$ cat config.mk
export PLATFORM = sky130hd
export DESIGN_NAME = seq_gen_flat
export DESIGN_NICKNAME = d
export VERILOG_FILES = /design/src/rtl/seq_gen_pkg.sv /design/src/rtl/seq_gen_if.sv /design/src/rtl/seq_gen_edge_rise.sv /design/src/rtl/seq_gen.sv /design/src/flat_wrapper.sv
export SDC_FILE = /design/constraint.sdc
export NUM_CORES = 1
export LEC_CHECK = 0
export CORE_MARGIN = 2
export CORE_UTILIZATION = 43
export CTS_BUF_LIST = sky130_fd_sc_hd__clkbuf_4 sky130_fd_sc_hd__clkbuf_8
export CTS_CLUSTER_SIZE = 24
export DETAILED_ROUTE_END_ITERATION = 6
export GPL_ROUTABILITY_DRIVEN = 0
export PLACE_DENSITY = 0.78
export RECOVER_POWER = 50
export SYNTH_ARGS = -nofsm -noshare
export SYNTH_HDL_FRONTEND = slang
export SYNTH_HIERARCHICAL = 1
export SYNTH_SLANG_ARGS = --single-unit
$ cat constraint.sdc
create_clock -name clk -period 4.8 [get_ports clk]
set_input_delay 1.2 -clock clk [delete_from_list [all_inputs] [get_ports clk]]
set_output_delay 1.2 -clock clk [all_outputs]
set_load 0.005 [all_outputs]
$ cat src/rtl/seq_gen_pkg.sv
`default_nettype none
// ============================================================================
//  Module      : seq_pkg
//  Description : Shared constants for the pattern transmitter and the
//                board-level sequence detector display decode.
//  Revision    : 1.0 - initial release
// ============================================================================
package seq_pkg;

    localparam logic [2:0] c_IDLE   = 3'd0;
    localparam logic [2:0] c_SETUP  = 3'd1;
    localparam logic [2:0] c_STROBE = 3'd2;
    localparam logic [2:0] c_GAP    = 3'd3;
    localparam logic [2:0] c_DONE   = 3'd4;

    localparam int c_MAX_LEN = 8;
    localparam int c_LEN_W   = 4;

endpackage
`default_nettype wire

$ cat src/rtl/seq_gen_if.sv
`default_nettype none
// ============================================================================
//  Module      : seq_gen_if
//  Description : Control/data bundle between button logic and seq_gen.
//  Revision    : 1.0 - initial release
// ============================================================================
interface seq_gen_if
    import seq_pkg::*;
#(
    parameter int MAX_LEN = c_MAX_LEN
);
    logic                start;
    logic                abort;
    logic [MAX_LEN-1:0]  pattern;
    logic [c_LEN_W-1:0]  length;
    logic                bit_out;
    logic                step;
    logic                busy;
    logic                done;
    logic [2:0]          state_display;

    modport master (
        output start, abort, pattern, length,
        input  bit_out, step, busy, done, state_display
    );

    modport slave (
        input  start, abort, pattern, length,
        output bit_out, step, busy, done, state_display
    );
endinterface
`default_nettype wire

$ cat src/rtl/seq_gen_edge_rise.sv
`default_nettype none
// ============================================================================
//  Module      : edge_rise
//  Description : Registered rising-edge detector, active-low sync reset.
//  Revision    : 1.0 - initial release
// ============================================================================
module edge_rise (
    input  logic clk,
    input  logic reset,
    input  logic i_d,
    output logic o_rise
);
    logic r_last;
    logic r_armed;

    // A level already high when reset releases must not count as an edge,
    // so an edge is only accepted after the input has been seen low once.
    always_ff @(posedge clk) begin
        if (!reset) begin
            r_last  <= 1'b0;
            r_armed <= 1'b0;
        end else begin
            r_last <= i_d;
            if (!i_d) begin
                r_armed <= 1'b1;
            end
        end
    end

    assign o_rise = i_d & ~r_last & r_armed;
endmodule
`default_nettype wire

$ cat src/rtl/seq_gen.sv
`default_nettype none
// ============================================================================
//  Module      : seq_gen
//  Description : Bit-serial MSB-first pattern transmitter with step strobes.
//  Revision    : 1.0 - initial release
// ============================================================================
module seq_gen
    import seq_pkg::*;
#(
    parameter int HOLD_CYCLES = 2,
    parameter int GAP_CYCLES  = 2,
    parameter int MAX_LEN     = c_MAX_LEN
) (
    input  logic      clk,
    input  logic      reset,
    seq_gen_if.slave  bus
);
    localparam int c_CNT_MAX = (HOLD_CYCLES > GAP_CYCLES) ? HOLD_CYCLES : GAP_CYCLES;
    localparam int c_CW      = $clog2(c_CNT_MAX) + 1;
    localparam logic [c_CW-1:0]    c_HOLD_LD = c_CW'(HOLD_CYCLES - 1);
    localparam logic [c_CW-1:0]    c_GAP_LD  = c_CW'(GAP_CYCLES - 1);
    localparam logic [c_LEN_W-1:0] c_LEN_CAP = c_LEN_W'(MAX_LEN);

    logic [2:0]          r_state;
    logic [MAX_LEN-1:0]  r_pat;
    logic [c_LEN_W-1:0]  r_idx;
    logic [c_CW-1:0]     r_cnt;
    logic                r_bit;

    logic                w_trig;
    logic [c_LEN_W-1:0]  w_len;
    logic [c_LEN_W-1:0]  w_len_m1;
    logic [c_LEN_W-1:0]  w_idx_m1;
    logic [MAX_LEN-1:0]  w_pat_first;
    logic [MAX_LEN-1:0]  w_pat_next;

    edge_rise u_start_edge (
        .clk    (clk),
        .reset  (reset),
        .i_d    (bus.start),
        .o_rise (w_trig)
    );

    always_comb begin
        w_len       = (bus.length > c_LEN_CAP) ? c_LEN_CAP : bus.length;
        w_len_m1    = w_len - c_LEN_W'(1);
        w_idx_m1    = r_idx - c_LEN_W'(1);
        w_pat_first = bus.pattern >> w_len_m1;
        w_pat_next  = r_pat >> w_idx_m1;
    end

    always_ff @(posedge clk) begin
        if (!reset) begin
            r_state <= c_IDLE;
            r_pat   <= '0;
            r_idx   <= '0;
            r_cnt   <= '0;
            r_bit   <= 1'b0;
        end else if (bus.abort) begin
            r_state <= c_IDLE;
            r_cnt   <= '0;
            r_bit   <= 1'b0;
        end else begin
            case (r_state)
                c_IDLE: begin
                    if (w_trig) begin
                        r_pat <= bus.pattern;
                        r_idx <= w_len_m1;
                        if (w_len == '0) begin
                            r_state <= c_DONE;
                        end else begin
                            r_state <= c_SETUP;
                            r_bit   <= w_pat_first[0];
                        end
                    end
                end
                c_SETUP: begin
                    r_state <= c_STROBE;
                    r_cnt   <= c_HOLD_LD;
                end
                c_STROBE: begin
                    if (r_cnt == '0) begin
                        r_state <= c_GAP;
                        r_cnt   <= c_GAP_LD;
                    end else begin
                        r_cnt <= r_cnt - c_CW'(1);
                    end
                end
                c_GAP: begin
                    if (r_cnt != '0) begin
                        r_cnt <= r_cnt - c_CW'(1);
                    end else if (r_idx == '0) begin
                        r_state <= c_DONE;
                        r_bit   <= 1'b0;
                    end else begin
                        r_state <= c_SETUP;
                        r_idx   <= w_idx_m1;
                        r_bit   <= w_pat_next[0];
                    end
                end
                c_DONE: begin
                    r_state <= c_IDLE;
                end
                default: begin
                    r_state <= c_IDLE;
                    r_bit   <= 1'b0;
                end
            endcase
        end
    end

    assign bus.bit_out       = r_bit;
    assign bus.step          = (r_state == c_STROBE);
    assign bus.busy          = (r_state == c_SETUP) || (r_state == c_STROBE) || (r_state == c_GAP);
    assign bus.done          = (r_state == c_DONE);
    assign bus.state_display = r_state;
endmodule
`default_nettype wire

$ cat src/flat_wrapper.sv
// flat-port wrapper written by rule: the top's interface ports become plain ports
module seq_gen_flat import seq_pkg::*;
#(
    parameter int HOLD_CYCLES = 2,
    parameter int GAP_CYCLES  = 2,
    parameter int MAX_LEN     = c_MAX_LEN
)
  (clk, reset, bus_start, bus_abort, bus_pattern, bus_length, bus_bit_out, bus_step, bus_busy, bus_done, bus_state_display);
  seq_gen_if #(.MAX_LEN(MAX_LEN)) bus_i ();
  input  logic clk;
  input  logic reset;
  input wire logic [$bits(bus_i.start)-1:0] bus_start;
  input wire logic [$bits(bus_i.abort)-1:0] bus_abort;
  input wire logic [$bits(bus_i.pattern)-1:0] bus_pattern;
  input wire logic [$bits(bus_i.length)-1:0] bus_length;
  output wire logic [$bits(bus_i.bit_out)-1:0] bus_bit_out;
  output wire logic [$bits(bus_i.step)-1:0] bus_step;
  output wire logic [$bits(bus_i.busy)-1:0] bus_busy;
  output wire logic [$bits(bus_i.done)-1:0] bus_done;
  output wire logic [$bits(bus_i.state_display)-1:0] bus_state_display;
  assign bus_i.start = bus_start;
  assign bus_i.abort = bus_abort;
  assign bus_i.pattern = bus_pattern;
  assign bus_i.length = bus_length;
  assign bus_bit_out = bus_i.bit_out;
  assign bus_step = bus_i.step;
  assign bus_busy = bus_i.busy;
  assign bus_done = bus_i.done;
  assign bus_state_display = bus_i.state_display;
  seq_gen #(.HOLD_CYCLES(HOLD_CYCLES), .GAP_CYCLES(GAP_CYCLES), .MAX_LEN(MAX_LEN)) u_core (.clk(clk), .reset(reset), .bus(bus_i));
endmodule
==> results.toml <==
[run_status]
status = "finished with violations"
violations = "DRC"

[cells_and_area]
drive_above_1_share = 0.0632
n_fill_cell = 266
stdcell_area_um2 = 1530
antenna_cells = 0
final_common_cell = "dfxtp_1"
final_cell_mix = "dfxtp_1, clkdlybuf4s50_1, nor2_1, nand2_1, o21ai_0"
layout.nets = 195
area_growth_syn_to_layout_pct = 18.2

[clock_network]
cts.sinks = 20
cts_root_buf = "clkbuf_4"
clk_pin_slew_worst_paths_ns = 0.12
post_cts_buffers = 0
htree_levels = 1
tritoncts = "built"
holdBufCountCts = 0
post_cts_resized = 0
cts_buffer_depth = 2
cts_inserted_buffers = 3
clk_latency_ns = 0.31

[die]
row_count = 19
die_height_um = 58.9
start_util = 0.462
die-area_um2 = 3470
die_x_um = 58.9
core_um2 = 2810
io_pins = 23

[power]
p_comb_frac = 0.172
clock_power_share = 0.368
powerDensity_nw_per_um2 = 250
intPower_uw = 289
leakage_uw = 0.000557
power.switching_uw = 93.1
ir_worst_vdd_v = 0.000138
p_sw_frac = 0.244
share_seq_of_total_power = 0.460

[synthesis]
ys_ff_latch = 20
synth_cell_types = 48
ys_async_sr_fraction = 0
syn_area_per_cell_um2 = 8.30
netlist_instances = 156
synth_edf_count = 0
synthFlopType = "dfxtp_1"
syn_area_um2 = 1290
seq_area_frac_synth = 0.309
syn_nets = 176
yosysWarningCount = 6

[global_route]
busiest_layer = "met2"
grt_util_met3 = 0.0308
grt_usage = 0.194
grt_pass1_wl_mm = 5.14
grt_max_degree = 16
met1_usage = 0.234
gr-usage-met2 = 0.322
grt_pass1_vias = 1130
grt_antenna_before_repair = 0
grt-ovfl-total = 0

[timing]
worst_clock_skew_ns = 0.00373
tns_ns = 0
hold_violations = 0
post-route-period-util = 0.688
tightest_slew_ns = 0.532
max_freq_mhz = 303
maxSlewViolCount = 0
rsz0062_at_grt = "false"
min_period_ns = 3.30
max_slew_margin = 0.645
setup_violations = 0

[hold_path]
min_to = "u_core/u_start_edge/r_armed$_SDFFE_PN0N_"
holdCritStartpoint = "u_core/u_start_edge/r_armed$_SDFFE_PN0N_"
hold_depth = 2
hold_path.class = "register to register"

[placed_design]
io_buffers = 22
place_area_um2 = 1480
dp_hpwl_mm = 2.23

[critical_path]
rr_worst_depth = 7
crit_chain = "clkdlybuf4s50_1 > nor2b_1 > inv_1 > ha_1 > mux2i_1 > nor2_1 > or4_1 > nand4b_1 > a31oi_1"
rr_startpoint = "u_core/r_idx[0]$_SDFFE_PN0P_"
worstPathRequired_ns = 5.01
slowest_delay_ns = 0.47
start_kind = "input pin"
critPathSlowestCell = "clkdlybuf4s50_1"
worst-setup-path-type = "input pin to register"
arrival_ns = 3.52
regToRegSetupSlack_ns = 2.71
critPathMaxFanout = 7
endpoint_kind = "register"
r2r-end = "u_core/r_idx[2]$_SDFFE_PN0P_"

[run]
cap_violations = 0

[route]
drc_errors = 2
avgViaCountPerCell = 5.89
vias = 1207
drt-pass1-iter-count = 6
wire_per_inst_um = 14.3
wl_mm = 2.92
drtAntennaViolNets = 0
drt_iter0_drc = 53
[flip-flops by register name (all words and copies together) (netlist names)]
name and cells:
u_core/r_idx 4, u_core/u_start_edge/r_armed 1, u_core/r_pat 8, u_core/r_cnt 2
u_core/bus.bit_out 1, u_core/u_start_edge/r_last 1, u_core/bus.state_display 3
[synthesized netlist by cell type (all sizes together), types with 2 or more instances]
library cell	number	area (µm²)
ha	4	50.1
nand2b	2	12.5
dfxtp	20	400
nand4b	2	17.5
nor3b	4	35.0
nor2b	3	18.8
nor2	16	62.6
nor3	6	35.0
or3	2	12.5
a211o	2	17.5
clkbuf	6	62.6
buf	2	11.3
inv	10	37.5
and2	2	12.5
mux2	2	22.5
xnor2	2	17.5
mux2i	3	30.0
mux4	2	45.0
a21boi	11	82.6
nand2	16	60.1
o21ai	12	60.1
a21oi	6	30.0
a31oi	2	12.5
[layout make-up]
cell class                 instances  area [µm²]  area share
clock buffer                       3        22.5      0.0147
clock inverter                     1        30.0      0.0196
inverter                          10        37.5      0.0245
sequential                        20         400       0.262
multi-input combinational        118         781       0.510
tap                               31        38.8      0.0253
timing repair buffer              22         220       0.144
[logic make-up after synthesis]
kind of cell    count (synthesis)  synth area share
fa+ha+maj                       4            0.0386
buf+inv                        18            0.0860
simple gates                   60             0.243
compound gates                 45             0.235
mux                             7            0.0754
flops                          20             0.309
xor+xnor                        2            0.0135
[critical path: cells and delay by family]
| kind | cells | cell delay (ns) |
|---|---|---|
| adders and majority gates | 1 | 0.46 |
| buffers and inverters | 2 | 0.63 |
| AOI/OAI and AO/OA | 1 | 0.07 |
| and+or+nand+nor | 4 | 0.93 |
| muxes | 1 | 0.22 |
[power groups by stage]
stage	clock network [µW]	logic, µW	registers [µW]
global route	150	73.2	177
detailed placement	0	65.9	180
floorplan	0	41.9	177
CTS	145	66.2	176
finish	141	66.0	176
global placement	0	63.0	179
[routing by layer]
metal	part of all wire	vias up
met5	0	-
met4	0.019	0
met1	0.43	567
met2	0.50	38
li1	-	597
met3	0.051	5
[metrics by stage]
| step | instances | hold slack (ns) | utilization | setup WS, ns | power, µW |
|---|---|---|---|---|---|
| 6_report | 205 | 0.475 | 0.545 | 1.50 | 382 |
| 3_5_place_dp | 201 | 0.445 | 0.528 | 1.21 | 246 |
| 4_1_cts | 205 | 0.463 | 0.546 | 1.56 | 387 |
| 3_3_place_gp | 201 | 0.432 | 0.528 | 1.36 | 242 |
| 5_1_grt | 205 | 0.523 | 0.545 | 1.35 | 401 |
| 2_1_floorplan | 156 | 0.425 | - | 1.80 | 219 |
[worst max path at each step]
| stage | slack [ns] | endpoint | startpoint |
|---|---|---|---|
| after CTS | 1.56 | u_core/bus.bit_out$_SDFFE_PP0P_ | bus_length[0] |
| final | 1.50 | u_core/bus.bit_out$_SDFFE_PP0P_ | bus_length[0] |
| after detailed placement | 1.21 | u_core/bus.bit_out$_SDFFE_PP0P_ | bus_length[0] |
| after global routing | 1.35 | u_core/bus.bit_out$_SDFFE_PP0P_ | bus_length[0] |
| after floorplan | 1.80 | u_core/bus.bit_out$_SDFFE_PP0P_ | bus_length[0] |
| after global placement | 1.36 | u_core/bus.bit_out$_SDFFE_PP0P_ | bus_length[0] |
Power figures use the tool's default switching activity.
